`src/rtl/divclk_pkg.sv`:
```
// Shared definitions for the clock-divide chain: controller states and default widths.
package divclk_pkg;

   localparam int DIVCLK_CNT_W        = 8;
   localparam int DIVCLK_DEFAULT_HALF = 40;

   // IDLE: stopped, RUN: dividing, PEND: new ratio waiting for a boundary,
   // STOP: finishing the current phase before going idle.
   typedef enum logic [1:0] {
      ST_IDLE = 2'd0,
      ST_RUN  = 2'd1,
      ST_PEND = 2'd2,
      ST_STOP = 2'd3
   } div_state_e;

endpackage

```
`src/rtl/div_half_counter.sv`:
```
// Half-period counter: counts clk cycles within one output phase and flags the last one.
module div_half_counter
   import divclk_pkg::*;
#(
   parameter int CNT_W = DIVCLK_CNT_W
) (
   input  logic             clk,
   input  logic             reset,
   input  logic             clear,
   input  logic             enable,
   input  logic [CNT_W-1:0] half,
   output logic [CNT_W-1:0] cnt,
   output logic             boundary
);

   logic [CNT_W-1:0] cnt_q;
   logic [CNT_W-1:0] cnt_d;
   logic [CNT_W-1:0] half_m1;

   // Last cycle of a phase is cnt == half-1; half is never 0 so this cannot wrap.
   always_comb begin
      half_m1  = half - CNT_W'(1);
      boundary = enable & (cnt_q == half_m1);
   end

   // Next count: held at zero when cleared, restarts at each boundary, otherwise increments.
   always_comb begin
      cnt_d = cnt_q;
      if (clear) begin
         cnt_d = '0;
      end else if (boundary) begin
         cnt_d = '0;
      end else if (enable) begin
         cnt_d = cnt_q + CNT_W'(1);
      end
   end

   // Counter register with synchronous active-low reset.
   always_ff @(posedge clk) begin
      if (!reset) begin
         cnt_q <= '0;
      end else begin
         cnt_q <= cnt_d;
      end
   end

   assign cnt = cnt_q;

endmodule

```
`src/rtl/div_ratio_ctrl.sv`:
```
// Run-time controller for the divided clock: ratio handshake, glitch-free start/stop and edge tick.
module div_ratio_ctrl
   import divclk_pkg::*;
#(
   parameter int CNT_W        = DIVCLK_CNT_W,
   parameter int DEFAULT_HALF = DIVCLK_DEFAULT_HALF
) (
   input  logic             clk,
   input  logic             reset,
   input  logic             en,
   input  logic             cfg_valid,
   output logic             cfg_ready,
   input  logic [CNT_W-1:0] cfg_half,
   output logic             div_out,
   output logic             tick,
   output logic             busy,
   output logic [CNT_W-1:0] cur_half
);

   div_state_e       state_q, state_d;
   logic             div_out_q, div_out_d;
   logic             tick_q, tick_d;
   logic [CNT_W-1:0] cur_half_q, cur_half_d;
   logic [CNT_W-1:0] pend_half_q, pend_half_d;

   logic             xfer;
   logic             pending;
   logic             at_boundary;
   logic             cnt_clear;
   logic [CNT_W-1:0] cfg_half_clamped;
   logic [CNT_W-1:0] cnt_unused;

   // The counter only runs while the divider is active; in IDLE it is pinned at zero.
   assign cnt_clear = (state_q == ST_IDLE);

   div_half_counter #(
      .CNT_W (CNT_W)
   ) u_counter (
      .clk      (clk),
      .reset    (reset),
      .clear    (cnt_clear),
      .enable   (~cnt_clear),
      .half     (cur_half_q),
      .cnt      (cnt_unused),
      .boundary (at_boundary)
   );

   // Handshake and helper terms; a pending ratio is marked by a non-zero pend_half since stored ratios are >= 1.
   always_comb begin
      cfg_ready        = reset & ((state_q == ST_IDLE) | (state_q == ST_RUN));
      xfer             = cfg_valid & cfg_ready;
      pending          = (pend_half_q != '0);
      cfg_half_clamped = (cfg_half == '0) ? CNT_W'(1) : cfg_half;
   end

   // Next-state, ratio and output logic; ratio changes and stops only take effect at phase boundaries.
   always_comb begin
      state_d     = state_q;
      div_out_d   = div_out_q;
      tick_d      = 1'b0;
      cur_half_d  = cur_half_q;
      pend_half_d = pend_half_q;
      case (state_q)
         ST_IDLE: begin
            if (xfer) begin
               cur_half_d = cfg_half_clamped;
            end
            if (en) begin
               state_d = ST_RUN;
            end
         end
         ST_RUN: begin
            if (at_boundary) begin
               div_out_d = ~div_out_q;
               tick_d    = 1'b1;
            end
            if (xfer) begin
               pend_half_d = cfg_half_clamped;
               state_d     = ST_PEND;
            end
            if (!en) begin
               state_d = ST_STOP;
            end
         end
         ST_PEND: begin
            if (at_boundary) begin
               cur_half_d  = pend_half_q;
               pend_half_d = '0;
               div_out_d   = ~div_out_q;
               tick_d      = 1'b1;
               state_d     = ST_RUN;
            end
            if (!en) begin
               state_d = ST_STOP;
            end
         end
         ST_STOP: begin
            if (en) begin
               if (pending) begin
                  state_d = ST_PEND;
                  if (at_boundary) begin
                     cur_half_d  = pend_half_q;
                     pend_half_d = '0;
                     div_out_d   = ~div_out_q;
                     tick_d      = 1'b1;
                     state_d     = ST_RUN;
                  end
               end else begin
                  state_d = ST_RUN;
                  if (at_boundary) begin
                     div_out_d = ~div_out_q;
                     tick_d    = 1'b1;
                  end
               end
            end else if (at_boundary) begin
               if (div_out_q) begin
                  div_out_d = 1'b0;
                  tick_d    = 1'b1;
               end
               if (pending) begin
                  cur_half_d  = pend_half_q;
                  pend_half_d = '0;
               end
               state_d = ST_IDLE;
            end
         end
         default: begin
            state_d = ST_IDLE;
         end
      endcase
   end

   // State and output registers; reset discards any pending ratio and restores the default ratio.
   always_ff @(posedge clk) begin
      if (!reset) begin
         state_q     <= ST_IDLE;
         div_out_q   <= 1'b0;
         tick_q      <= 1'b0;
         cur_half_q  <= CNT_W'(DEFAULT_HALF);
         pend_half_q <= '0;
      end else begin
         state_q     <= state_d;
         div_out_q   <= div_out_d;
         tick_q      <= tick_d;
         cur_half_q  <= cur_half_d;
         pend_half_q <= pend_half_d;
      end
   end

   assign div_out  = div_out_q;
   assign tick     = tick_q;
   assign busy     = (state_q != ST_IDLE);
   assign cur_half = cur_half_q;

endmodule

```
`config.mk`:
```
export PLATFORM = sky130hd
export DESIGN_NAME = div_ratio_ctrl
export DESIGN_NICKNAME = d
export VERILOG_FILES = /design/src/rtl/divclk_pkg.sv /design/src/rtl/div_half_counter.sv /design/src/rtl/div_ratio_ctrl.sv
export SDC_FILE = /design/constraint.sdc
export NUM_CORES = 1
export LEC_CHECK = 0
export ABC_CLOCK_PERIOD_IN_PS = 2900
export CAP_MARGIN = 20
export CORE_ASPECT_RATIO = 1.25
export CORE_MARGIN = 4
export CORE_UTILIZATION = 45
export CTS_CLUSTER_SIZE = 25
export DETAILED_ROUTE_END_ITERATION = 7
export DONT_BUFFER_PORTS = 1
export MAX_ROUTING_LAYER = met4
export SLEW_MARGIN = 10
export SYNTH_ARGS = -nofsm -noshare
export SYNTH_HDL_FRONTEND = slang
export SYNTH_SLANG_ARGS = --single-unit
```
`constraint.sdc`:
```
create_clock -name clk -period 2.9 [get_ports clk]
set_input_delay 0.145 -clock clk [delete_from_list [all_inputs] [get_ports clk]]
set_output_delay 0.145 -clock clk [all_outputs]
set_load 0.02 [all_outputs]
```
==> impl_results.md, run 1 <==
- Syn Area/Cell: 8.592 sq um
- Reg2reg path depth: 10
- HP Start: reset
- Clock Latency Late Sink: 0.27 ns
- Diode count: 0
- P&R area growth vs syn: 11.07%
- Die H: around 76 microns
- Initial Util: between 40% and 50%
- Vias per cell: ~6
- Worst Hold End: state_q[1]$_SDFFE_PN0P_
- Max Cap Viol: 0
- Top FF cell, synth: dfxtp_1
- Num CTS Buffers: 3
- DR vias: between 1000 and 1500
- Worst setup EP type: register
- Endpoints failing setup: 0
- Post-Syn Area: about 1700 sq um
- Max_slew headroom: slightly above 60%
- Startpoint types: register
- Fin worst setup slack: ~0.17 ns
- Pwr dens: roughly 670 nW/um^2
- Number of global-route vias before repair: around 1400
- Crit path required time: about 3 ns
- Buffer type at the clock tree root: clkbuf_8
- Maximum vdd drop: about 0.30 mV
- Switch share: between 30% and 40%
- DRC: 0
- Clock Skew: between 0.003 and 0.004 ns
- I/O pin count: 24
- PortBufs: 0
- Leak: ~0.71 nW
- Die width: around 63 microns
- Hold crit path type: in2reg
- Final #Nets: between 200 and 250
- Clk sinks: 28
- R2R Setup Slk: 0.17 ns
- Arrival @ worst endpoint: just under 3 ns
- Crit Path Class: reg2reg
- Rows: 24
- CP peak stage delay: 0.46 ns
- Clk buf depth: 2
- CTS tree: built
- Clk slew on worst S/H paths: 0.09 ns
- Placed cell areas: between 1500 and 2000 sq um
- Int Power: ~0.76 mW
- Dpl ws: about 0.17 ns
- 1st-pass router iterations: 4
- Max Fanout on Critical Path: 5
- Fin util: a little over half
- Max-slew violations: 0
- Post-CTS setup repair buffer count: 0
- RePlAce Congestion: 0.8529
- 1st-iter DRT viols: 74
- Total wire length: between 4000 and 5000 microns
- Hold Violations, Final: 0
- Post-synth EDFFs: 0
- Slowest-stage cell, CP: or3b_2
- Initial antenna violation count: 0
- Clk pwr share: 16.8%
- Combinational cell fraction of total power: just over 40%
- Flop pwr share: between 40% and 50%
- Fin Setup TNS: 0 ns
- CP cell instances: inv_1, ha_2, or3b_2, nor2_1, a22oi_1, a2111oi_4, buf_4, mux2_2, a211oi_1, o21ai_1
- DRT antenna net count: 0
- Max Clk Rate: roughly 370 MHz
- Post-synth cell types: 47
- Post-synthesis sequential area ratio: about a third
- Post-route cell area: 1871 sq um
- DP Wirelength: ~3100 microns
- Worst hold path stage count: 2
- FF+latch count, synth: 28
- Post-synthesis async set-or-reset flop share: 0%
- Post-Syn Instances: slightly below 200
- Synth Net Count: about 220
- Final min period: ~2.7 ns
- First-pass GRT wire length: 6782 microns
- Final period utilization: between 90% and 100%
- Worst slew pin tran: between 0.5 and 0.6 ns
- Total track usage: roughly 18%
- Outcome: complete, no violations
- Gr ovfl total: 0
- Reg2reg start: cur_half[1]$_SDFFE_PN0P_
- Net switching power: 0.4900 mW
- WL/cell: 16.90 microns
- FF-to-FF End: cur_half[3]$_SDFFE_PN1P_
- Core Box Area: 3543 sq um
- Warnings from Yosys: 0
- RSZ-0062 raised after global routing: false
- Die ar.: 4791 sq um
- Largest net degree at the start of global routing: 15
- H-Tree Depth: 1
- Share of cells above drive strength 1: 11.33%
[metal layers]
metal,vias to the layer above,track usage [%],wire [microns]
met4,0,5.298,46
met3,7,3.540,233
met2,42,29.99,2072
met1,701,20.76,1737
li1,734,-,-
met5,-,-,0
[final cells by class]
class | count | area [sq um]
Sequential cell | 28 | 560.5
Inverter | 12 | 45.04
Timing Repair Buffer | 15 | 136.4
Tap cell | 39 | 48.80
Multi-Input combinational cell | 145 | 1039
Fill cell | 347 | 1673
Clock buffer | 3 | 41.29
[synth_stat cells, types with 3 or more instances]
master	number	area [sq um]
ha_1	9	112.6
nand2_1	7	26.28
xnor2_1	8	70.07
o21ai_0	5	25.02
a22o_1	8	70.07
a221oi_1	8	70.07
a31oi_1	3	18.77
a22oi_1	6	45.04
nor3_1	10	50.05
nor2_1	19	71.32
inv_1	12	45.04
xor2_1	6	52.55
clkbuf_1	7	26.28
nand3_1	7	35.03
a211oi_1	4	30.03
dfxtp_1	28	560.5
a21oi_1	7	35.03
nor2b_1	3	18.77
o21ai_1	3	15.01
[placed cells by master, fill, tap and decap left out, types with 2 or more instances in the layout]
| cell | n |
|---|---|
| a21oi_1 | 7 |
| ha_1 | 8 |
| o21a_1 | 2 |
| o21ai_1 | 2 |
| a211oi_1 | 4 |
| a31oi_1 | 3 |
| o21ai_2 | 2 |
| inv_1 | 12 |
| dlygate4sd3_1 | 8 |
| nor2_1 | 19 |
| a221oi_1 | 8 |
| a22oi_1 | 6 |
| clkbuf_8 | 3 |
| buf_4 | 6 |
| or4_1 | 2 |
| dfxtp_1 | 28 |
| nand3_1 | 7 |
| o21ai_0 | 5 |
| xnor2_1 | 8 |
| and3_1 | 2 |
| o22ai_1 | 2 |
| nor2b_1 | 3 |
| and4b_1 | 2 |
| a22o_1 | 8 |
| nor3_1 | 10 |
| xor2_1 | 6 |
| nand2_1 | 7 |
[through the flow]
| stage | hold WS, ns | cells | power, mW |
|---|---|---|---|
| after floorplan | 0.2707 | 196 | 0.9045 |
| after global placement | 0.2290 | 231 | 1.012 |
| after detailed placement | 0.2439 | 231 | 1.027 |
| after CTS | 0.003805 | 241 | 1.246 |
| after global routing | 0.02168 | 242 | 1.328 |
| final | 0.02141 | 242 | 1.246 |
[worst max-delay path, delay by kind of cell, from the launching register on]
family | cells | cell delay (ns)
buffers and inverters | 2 | 0.30
DFF | 1 | 0.34
muxes | 1 | 0.33
AOI/OAI and AO/OA | 4 | 0.84
and+or+nand+nor | 2 | 0.60
adders and majority gates | 1 | 0.22
[power groups by stage]
stage                     sequential [mW]  combinational, mW  clock (mW)
after floorplan                     0.541              0.364           0
after global routing                0.546              0.551       0.232
final                               0.533              0.503       0.210
after CTS                           0.532              0.496       0.218
after global placement              0.539              0.473           0
after detailed placement            0.541              0.486           0
[worst max-delay path by stage]
stage / start / depth (start not counted) / endpoint
2_1_floorplan: cur_half[0]$_SDFFE_PN0P_ / 10 / cur_half[3]$_SDFFE_PN1P_
3_3_place_gp: cur_half[1]$_SDFFE_PN0P_ / 10 / state_q[1]$_SDFFE_PN0P_
3_5_place_dp: cur_half[1]$_SDFFE_PN0P_ / 10 / state_q[1]$_SDFFE_PN0P_
4_1_cts: cur_half[1]$_SDFFE_PN0P_ / 10 / state_q[1]$_SDFFE_PN0P_
5_1_grt: cur_half[1]$_SDFFE_PN0P_ / 10 / cur_half[3]$_SDFFE_PN1P_
6_report: cur_half[1]$_SDFFE_PN0P_ / 10 / cur_half[3]$_SDFFE_PN1P_
[sequential cells by signal, summed over array words and instances, names as in the netlist]
signal	cells
cur_half	8
u_counter.cnt	8
state_q	2
div_out	1
pend_half_q	8
tick	1
[kinds of logic after synthesis]
| family | count (synthesis) | synth area share, % |
|---|---|---|
| muxes | 1 | 0.6686 |
| adders and majority gates | 9 | 6.687 |
| xor gates and xnor gates | 14 | 7.281 |
| and+or+nand+nor | 63 | 19.62 |
| buffers and inverters | 23 | 6.166 |
| DFF | 28 | 33.28 |
| AOI/OAI and AO/OA | 58 | 26.30 |
[repair_timing]
| action | 4_1_cts | 5_1_grt |
|---|---|---|
| setup endpoints to repair | 0 | 7 |
| resized for setup | 0 | 3 |
| hold buffers | 7 | 1 |
| hold endpoints to repair | 8 | 1 |
No activity file was read; power rests on OpenSTA's default activity.
==> inputs of run 2 (changes only) <==
CELL_PAD_IN_SITES_DETAIL_PLACEMENT = 1   (was default)
CELL_PAD_IN_SITES_GLOBAL_PLACEMENT = 2   (was default)
CORE_UTILIZATION = 37   (was 45)
PLACE_DENSITY_LB_ADDON = 0.1   (was default)
==> impl_results.md, run 2 (synthesized netlist as in run 1, its figures left out) <==
- Max Fanout on Critical Path: 11 (+6)
- Rows: 27 (+13%)
- Max_slew headroom: 60.91% (-0.54 points)
- Max Cap Viol: 0 (unchanged)
- Clock Latency Late Sink: 0.28 ns (about the same)
- Max-slew violations: 0 (unchanged)
- PortBufs: 0 (unchanged)
- Max Clk Rate: 362.9 MHz (-1.1%)
- Combinational cell fraction of total power: 40.6% (+0.2 points)
- Worst setup EP type: register
- P&R area growth vs syn: 15.97%
- Arrival @ worst endpoint: 2.92 ns (+0.03 ns)
- Outcome: complete, no violations
- Core Box Area: 4392 sq um (+24%)
- Crit Path Class: reg2reg
- Clock Skew: 0.007601 ns (+0.004286 ns)
- Largest net degree at the start of global routing: 20 (+5)
- Switch share: 39.24% (-0.072 points)
- Initial Util: 38.35% (-9.2 points)
- Clk pwr share: 18.8% (+2.0 points)
- Die H: 83.43 microns (+9.2%)
- Buffer type at the clock tree root: clkbuf_8
- Worst-case hold slack: 0.01857 ns (-0.002840 ns)
- RePlAce Congestion: 0.7887 (-7.5%)
- Commonest non-fill, non-tap cell in the layout: dfxtp_1
- Flop pwr share: 40.7% (-2.1 points)
- DP Wirelength: 3552 microns (+13%)
- Vias per cell: 5.583 (-9.0%)
- Fin cells: 266 (+9.9%)
- 1st-iter DRT viols: 43 (-42%)
- Most frequent cells in the layout: dfxtp_1, nor2_1, inv_1
- Maximum vdd drop: 0.3163 mV (+4.7%)
- First-pass GRT wire length: 7776 microns (+15%)
- WL/cell: 17.54 microns (+3.8%)
- Diode count: 0 (unchanged)
- 1st-pass router iterations: 4 (unchanged)
- Initial antenna violation count: 0 (unchanged)
- DRT antenna net count: 0 (unchanged)
- Worst slew pin tran: 0.5842 ns (+0.008031 ns)
- Total wire length: 4666 microns (+14%)
- H-Tree Depth: 1 (unchanged)
- Endpoints failing setup: 0 (unchanged)
- Placed Instances: 249 (+7.8%)
- Total track usage: 17.83% (+0.23 points)
- I/O pin count: 24 (unchanged)
- Final period utilization: 95.02% (+1.0 points)
- Hold Violations, Final: 0 (unchanged)
- DRC: 0 (unchanged)
- Share of cells above drive strength 1: 13.94% (+2.6 points)
- CTS tree: built
- Hold crit path type: in2reg
- Number of global-route vias before repair: 1578 (+10%)
- Gr ovfl total: 0 (unchanged)
- Placed cell areas: 1755 sq um (+0.93%)
- Leak: 0.7400 nW (+4.5%)
- Die width: 68.35 microns (+9.0%)
- DR vias: 1485 (+0.067%)
- Pwr dens: 667.6 nW/um^2 (+0.19%)
- Int Power: 0.7922 mW (+4.7%)
- Post-route cell area: 1953 sq um (+4.4%)
- Net switching power: 0.5117 mW (+4.4%)
- Clk buf depth: 2 (unchanged)
- Crit path required time: 3.07 ns (about the same)
- Num CTS Buffers: 3 (unchanged)
- Clk sinks: 28 (unchanged)
- Die ar.: 5702 sq um (+19%)
- Final min period: 2.756 ns (+0.02940 ns)
- Final #Nets: 230 (+1.8%)
- Startpoint types: register
- Clk slew on worst S/H paths: 0.10 ns (about the same)
==> run 2: changes by cell type in the layout (fill, tap and decap cells not counted), sizes merged <==
| cell | change |
|---|---|
| clkbuf | +1 |
| buf | +4 |
==> run 2: timing repair <==
item	4_1_cts	5_1_grt
gates resized for setup	1	4
pin swaps	0	1
hold buffers	8	0
endpoints found under the setup margin	1	12
endpoints found under the hold margin	9	0
setup buffers	0	5
==> run 2: worst paths after layout <==
kind | startpoint | endpoint | slack [ns] | cells after the start
min | reset | pend_half_q[0]$_SDFFE_PN0P_ | 0.02 | 1
min reg2reg | u_counter.cnt[0]$_SDFF_PP0_ | u_counter.cnt[0]$_SDFF_PP0_ | 0.50 | 1
max | cur_half[1]$_SDFFE_PN0P_ | cur_half[3]$_SDFFE_PN1P_ | 0.14 | 9
max reg2reg | cur_half[1]$_SDFFE_PN0P_ | cur_half[3]$_SDFFE_PN1P_ | 0.14 | 9
==> run 2: cell type report <==
cell class                      count  area [sq um]
Clock buffer                        4         55.05
Fill cell                         531          2439
Inverter                           12         45.04
Multi-Input combinational cell    145          1054
Sequential cell                    28         560.5
Tap cell                           58         72.57
Timing Repair Buffer               19         166.4
==> run 2: critical path, cell delays in order (launching register included) <==
cell and delay, ns:
dfxtp_1 0.32, buf_4 0.16, or4_4 0.52, and4b_1 0.28
a211oi_2 0.06, a2111oi_4 0.42, buf_6 0.20, mux2_2 0.33
a211oi_1 0.24, o21ai_1 0.11
==> run 2: per-layer routing <==
layer | routed length [microns] | global-route usage, % | up-vias
met1 | 2051 | 22.70 | 710
met4 | 56 | 5.244 | 0
li1 | - | - | 750
met5 | 0 | - | -
met3 | 129 | 2.436 | 4
met2 | 2429 | 28.77 | 21
==> run 2: metrics by stage <==
| stage | utilization, % | setup WS [ns] | setup TNS [ns] | power (mW) |
|---|---|---|---|---|
| after floorplan | - | 0.1866 | 0 | 0.9045 |
| after global placement | 39.97 | 0.05221 | 0 | 1.025 |
| after detailed placement | 39.97 | 0.001799 | 0 | 1.043 |
| after CTS | 43.13 | 0.02545 | 0 | 1.297 |
| after global routing | 44.47 | -0.05314 | -0.05314 | 1.396 |
| final | 44.47 | 0.1444 | 0 | 1.304 |
==> run 2: power by group through the flow <==
stage	combinational [mW]	sequential, mW	clock, mW
floorplan	0.364	0.541	0
global placement	0.488	0.537	0
detailed placement	0.504	0.539	0
CTS	0.516	0.530	0.250
global route	0.589	0.543	0.264
finish	0.529	0.530	0.245
